`config.mk`:
```
export PLATFORM = sky130hd
export DESIGN_NAME = piso_serializer
export DESIGN_NICKNAME = d
export VERILOG_FILES = /design/src/rtl/piso_pkg.sv /design/src/rtl/piso_bit_counter.sv /design/src/rtl/piso_serializer.sv
export SDC_FILE = /design/constraint.sdc
export NUM_CORES = 1
export LEC_CHECK = 0
export CORE_UTILIZATION = 42
export CTS_BUF_LIST = sky130_fd_sc_hd__clkbuf_16
export CTS_CLUSTER_DIAMETER = 30
export DETAILED_ROUTE_END_ITERATION = 16
export DONT_BUFFER_PORTS = 1
export GPL_TIMING_DRIVEN = 0
export PLACE_DENSITY = 0.63
export SETUP_SLACK_MARGIN = 0.4
export SLEW_MARGIN = 20
export SYNTH_ARGS = -nofsm -noshare
export SYNTH_HDL_FRONTEND = slang
export SYNTH_SLANG_ARGS = --single-unit
```
`constraint.sdc`:
```
create_clock -name clk -period 2 [get_ports clk]
set_input_delay 0.4 -clock clk [delete_from_list [all_inputs] [get_ports clk]]
set_output_delay 0.4 -clock clk [all_outputs]
set_load 0.01 [all_outputs]
```
`src/rtl/piso_pkg.sv`:
```
// Shared types and sizing helpers for the PISO serializer and its bit counter.
package piso_pkg;

  typedef enum logic {
    IDLE,
    SHIFT
  } piso_state_t;

  // Counter must be able to hold FRAME_LEN itself, hence the +1.
  function automatic int cnt_w(input int width, input int parity);
    return $clog2(width + parity + 1);
  endfunction

endpackage

```
`src/rtl/piso_bit_counter.sv`:
```
// Frame bit-index counter: clears on request, counts up while enabled and
// saturates at MAX so it can never wrap mid-frame.
module piso_bit_counter #(
  parameter int MAX = 7,
  parameter int W   = $clog2(MAX + 2)
) (
  input  logic         clk,
  input  logic         clr,
  input  logic         en,
  output logic [W-1:0] count,
  output logic         at_max
);

  localparam logic [W-1:0] MAX_V = W'(MAX);

  always_ff @(posedge clk) begin
    if (clr) begin
      count <= '0;
    end else if (en && (count != MAX_V)) begin
      count <= count + 1'b1;
    end
  end

  assign at_max = (count == MAX_V);

endmodule

```
`src/rtl/piso_serializer.sv`:
```
// Parallel-in serial-out shifter with valid/ready load and optional trailing
// even-parity bit; back-to-back frames run with no idle gap.
module piso_serializer
  import piso_pkg::*;
#(
  parameter int WIDTH     = 8,
  parameter int MSB_FIRST = 1,
  parameter int PARITY_EN = 0
) (
  input  logic             clk,
  input  logic             rst,
  input  logic [WIDTH-1:0] d,
  input  logic             load_valid,
  output logic             load_ready,
  output logic             sout,
  output logic             sout_valid,
  output logic             last,
  output logic             busy
);

  localparam int FRAME_LEN = WIDTH + PARITY_EN;
  localparam int CW        = cnt_w(WIDTH, PARITY_EN);
  localparam logic [CW-1:0] PAR_IDX  = CW'(WIDTH);
  localparam logic [CW-1:0] LAST_IDX = CW'(FRAME_LEN - 1);

  piso_state_t      state;
  logic [WIDTH-1:0] sreg;
  logic             par;
  logic [CW-1:0]    count;
  logic             at_max;
  logic             load;
  logic             cur_bit;
  logic             par_slot;

  assign busy       = (state == SHIFT);
  assign sout_valid = busy;
  assign last       = busy && at_max;
  assign load_ready = !busy || last;
  assign load       = load_valid && load_ready;

  // Clearing on last keeps the counter at 0 whenever the block is idle.
  piso_bit_counter #(
    .MAX(FRAME_LEN - 1),
    .W  (CW)
  ) u_counter (
    .clk   (clk),
    .clr   (!rst || load || last),
    .en    (busy),
    .count (count),
    .at_max(at_max)
  );

  assign cur_bit  = (MSB_FIRST != 0) ? sreg[WIDTH-1] : sreg[0];
  assign par_slot = (PARITY_EN != 0) && (count == PAR_IDX);
  assign sout     = busy && (par_slot ? par : cur_bit);

  always_ff @(posedge clk) begin
    if (!rst) begin
      state <= IDLE;
      sreg  <= '0;
      par   <= 1'b0;
    end else if (load) begin
      state <= SHIFT;
      sreg  <= d;
      par   <= (PARITY_EN != 0) ? ^d : 1'b0;
    end else if (last) begin
      state <= IDLE;
    end else if (busy) begin
      if (MSB_FIRST != 0) begin
        sreg <= {sreg[WIDTH-2:0], 1'b0};
      end else begin
        sreg <= {1'b0, sreg[WIDTH-1:1]};
      end
    end
  end

  a_count_range: assert property (@(posedge clk) disable iff (!rst)
    busy |-> (count <= LAST_IDX));

  a_sout_quiet: assert property (@(posedge clk) disable iff (!rst)
    !sout_valid |-> !sout);

endmodule

```
======== Word level (Yosys, flattened, before mapping) ========
Cells that the tools add are included.
W data, S select, Z words.
word-level totals
  register bits ........................... 13
  bits of input ports ..................... 11
  output and inout port bits .............. 5
  logic and storage cells ................. 24
operators by class
  add/sub/neg operators ................... 1
  eq/ne operators ......................... 3
  multiplexer cells ....................... 5
  reduce and logical (&&, ||, !) cells .... 12
operators by type and width
  operator               number
  $mux W8                3
  $add A4 B1 Y4 const B  1
  $eq A4 B3 Y1 const B   1
  $logic_and A1 B1 Y1    4
  $ne A4 B3 Y1 const B   1
  $reduce_bool A2 Y1     2
  $logic_or A1 B1 Y1     3
  $logic_not A1 Y1       2
  $mux W1                2
  $ne A2 B1 Y1 const B   1
  $reduce_and A2 Y1      1

======== Depth between registers and ports, before layout ========
  word-level depth ........................ 6
  gate-level depth with buffers ........... 5
  mapped depth without buffers ............ 4

======== Hierarchy ========
A second synthesis with hierarchy kept.
unflattened totals
  cell total of the unflattened synthesis .. 64
  area total of the unflattened synthesis .. 650.6 µm²
by module, submodules not included
  module            instances  cells each  area an instance (µm²)
  piso_serializer   1          44          459.2
  piso_bit_counter  1          20          191.4

======== Worst setup path before layout ========
OpenSTA, ideal clock, no wires.
  kind .................................... register -> register
  from .................................... register u_counter.count[0]
  to ...................................... register u_counter.count[3]
  setup time .............................. 67 ps
  arrival time ............................ 1299 ps
  required time ........................... 1933 ps
  setup slack ............................. 634 ps
  stages on the path, launching flop included .. 6
  buffers on the path ..................... 1
  path through ............................ dfxtp_1 -> ha_1 -> and3b_1 -> buf_6 -> or3_1 -> a21oi_2
between the ends
  cells in the longest elaborated chain, start to end .. 6
  elaborated cells on any way between the ends .. 9
  classes of those cells .................. add/sub (1); eq/ne (2); reduce/logical (6)
ends and longest elaborated chain
  what                              RTL line                text
  from (decl)                       piso_bit_counter.sv:10  output logic [W-1:0] count,
  from (signal assigned)            piso_bit_counter.sv:20  count <= count + 1'b1;
  $eq A4 B3 Y1                      piso_bit_counter.sv:24  assign at_max = (count == MAX_V);
  $logic_and A1 B1 Y1               piso_serializer.sv:37   assign last = busy && at_max;
  $logic_or A1 B1 Y1                piso_serializer.sv:38   assign load_ready = !busy || last;
  $logic_and A1 B1 Y1               piso_serializer.sv:39   assign load = load_valid && load_ready;
  $logic_or A1 B1 Y1 (2 in series)  piso_serializer.sv:47   .clr (!rst || load || last),
Parallel ways exist; a longest one is shown, timed or not.
A chain may end at the register's enable or synchronous reset.

======== Final worst setup path ========
  from .................................... register u_counter.count[1]
  to ...................................... output last
between the ends
  cells in the longest elaborated chain, start to end .. 2
ends and longest elaborated chain
  what                 RTL line                text
  $eq A4 B3 Y1         piso_bit_counter.sv:24
  $logic_and A1 B1 Y1  piso_serializer.sv:37
  to (decl)            piso_serializer.sv:17   output logic last,
No other way between the ends.

==> flow_summary.yaml <==
routing:
  drc_errors: 0
  vias: 485
  first_pass_iters: 3
  dr.first_iter.drc_count: 6
  routed_via_density: 5.64
  routed_wirelength_microns: 1350
  ant_nets: 0
  wire_per_inst_microns: 15.7
finish:
  syn_to_final_growth_pct: 22.5
  fin_nets: 84
  drive_gt1_share_pct: 23.9
  fillers: 123
  n_antenna_cell: 0
  final_cells: 86
  finish.utilization_pct: 57.9
worst_setup_path:
  worstPathArrival_ns: 1.16
  criticalPathCategory: "flip-flop to output pin"
  crit_fanout: 3
  setup.worst_path.end_class: "output pin"
  startpoint_type: "flip-flop"
  crit_required_ns: 1.60
placement:
  port_buffers: 0
  dp_hpwl_microns: 856
  dp.cells: 80
  gp_congestion: 0.614
synthesis:
  syn_area_sq_um: 638
  avgSynthCellArea_sq_um: 9.82
  syn_nets: 77
  synth-simple-area-share_pct: 12.2
  synth_common_cells: "dfxtp_1, o21ai_0, mux2i_1, o211a_1"
  synth-adder-area-share_pct: 1.96
  synthMuxAreaShare_pct: 12.7
  yosys-top-cells-area: "dfxtp_1, mux2i_1, o211a_1"
  ys_ff_latch: 13
  synth_edf_count: 0
  seq_area_frac_synth_pct: 40.8
  async_flop_share_pct: 0
  synth_top_area_share_pct: 40.8
  synth_compound_area_share_pct: 23.3
  ys_warn_count: 0
  synth_cell_types: 30
  post-synth-top-area-cell: "dfxtp_1"
  synth_top_family_by_area: "compound AO/OA/AOI/OAI gates"
  yosysMostFrequentCell: "dfxtp_1"
  synthCells: 65
  synthXorXnorAreaFrac_pct: 2.75
  synth_flop_cell: "dfxtp_1"
sta:
  rsz0062_at_grt: "false"
  finalSetupViolCount: 0
  slew_violations: 0
  max_freq_ghz: 0.641
  report.final.hold_viol_count: 0
  max-slew-margin-rel_pct: 73.5
  skew_ns: 0.000550
  min_period_over_period_pct: 78.0
  tightest_slew_ns: 0.397
  fin_setup_tns_ns: 0
  fin_crit_ns: 1.56
floorplan:
  die_area_sq_um: 1680
  ioPinCount: 16
  floorplan.initialDensity_pct: 47.3
  die_h_microns: 41.0
  rows: 13
  core_area_sq_um: 1350
  die_w_microns: 41.0
clock_network:
  clk_pin_slew_ns: 0.05
  root_buffer: "clkbuf_16"
  clk_latency_ns: 0.24
  h-tree-depth: 1
  cts_tree: "built"
  holdBufCountCts: 0
  clock-sinks: 13
  cts_buffers: 3
  cts_buffer_depth: 2
power_and_ir_drop:
  p_leak_nw: 0.371
  ir_worst_vdd_mv: 0.783
  p_per_area_nw_per_um2: 947
outcome:
  outcome: "complete, no violations"
global_route:
  grt_pass1_vias: 436
  track_usage_pct: 21.1
  antenna_found_initial: 0
  grt_pass1_wl_microns: 2130
  grt_max_degree: 11
  overflow: 0
hold_path:
  min_path_type: "primary input to flip-flop"
job:
  cap_viol_max_count: 0
==> per-layer routing <==
layer | routed length (microns) | GRT usage (%) | vias to the layer above
li1 | - | - | 252
met1 | 643 | 25.7 | 219
met2 | 595 | 28.9 | 10
met3 | 76 | 10.9 | 4
met4 | 36 | 12.5 | 0
met5 | 0 | 0 | -
==> final cells by class <==
class	count	area (sq um)	area share [%]
timing repair buffer	1	7.51	0.960
tap	15	18.8	2.40
multi-input combinational	46	367	46.9
buffer	5	38.8	4.96
clock inverter	1	5.00	0.640
sequential	13	263	33.6
inverter	2	7.51	0.960
clock buffer	3	75.1	9.60
==> state kept, by name, indices dropped and copies added (netlist names) <==
name             flops
busy                 1
sreg                 8
u_counter.count      4
==> critical path, cell delays in order, from the launching register on <==
cell	delay, ns
dfxtp_1	0.39
ha_4	0.16
nand3b_1	0.18
nor2_2	0.19
==> power breakdown <==
| group | internal [W] | switching, W |
|---|---|---|
| clock network | 0.000266 | 0.000114 |
| logic | 0.0000344 | 0.0000370 |
| registers | 0.000277 | 0.0000114 |
| total | 0.000578 | 0.000163 |
==> placed cells by master (no fill, tap or decap), types with 2 or more instances in the layout <==
| master | n |
|---|---|
| a21oi_1 | 2 |
| buf_4 | 2 |
| buf_6 | 2 |
| clkbuf_16 | 3 |
| dfxtp_1 | 11 |
| dfxtp_2 | 2 |
| inv_1 | 2 |
| mux2i_1 | 7 |
| o211a_1 | 7 |
| o21ai_0 | 8 |
==> what timing repair did <==
item | CTS | global route
pin swaps | 2 | 1
buffers inserted | 1 | 0
cloned | 1 | 0
gates resized for setup | 7 | 2
endpoints found under the setup margin | 2 | 2
==> per-stage QoR <==
step,hold WS [ns],instance area (sq um),power (W),worst slack (ns)
6_report,0.402,782,0.000740,0.440
4_1_cts,0.397,771,0.000746,0.409
5_1_grt,0.417,782,0.000773,0.415
2_1_floorplan,0.468,638,0.000344,0.634
3_5_place_dp,0.480,657,0.000357,0.504
3_3_place_gp,0.481,657,0.000355,0.527
==> cells by family after synthesis <==
logic type / Yosys count
fa+ha+maj: 1
compound gates: 21
flops: 13
mux: 8
simple gates: 13
xor+xnor: 2
buf+inv: 7
==> path summary, 6_finish.rpt <==
| path | start | endpoint | slack [ns] | depth (start not counted) |
|---|---|---|---|---|
| worst min register to register | sreg[4] | sreg[5] | 0.50 | 1 |
| worst min-delay path | rst | u_counter.count[3] | 0.40 | 2 |
| worst max register to register | u_counter.count[1] | u_counter.count[0] | 0.53 | 5 |
| worst max-delay path | u_counter.count[1] | last | 0.44 | 3 |
(Power assumes the default switching activity.)
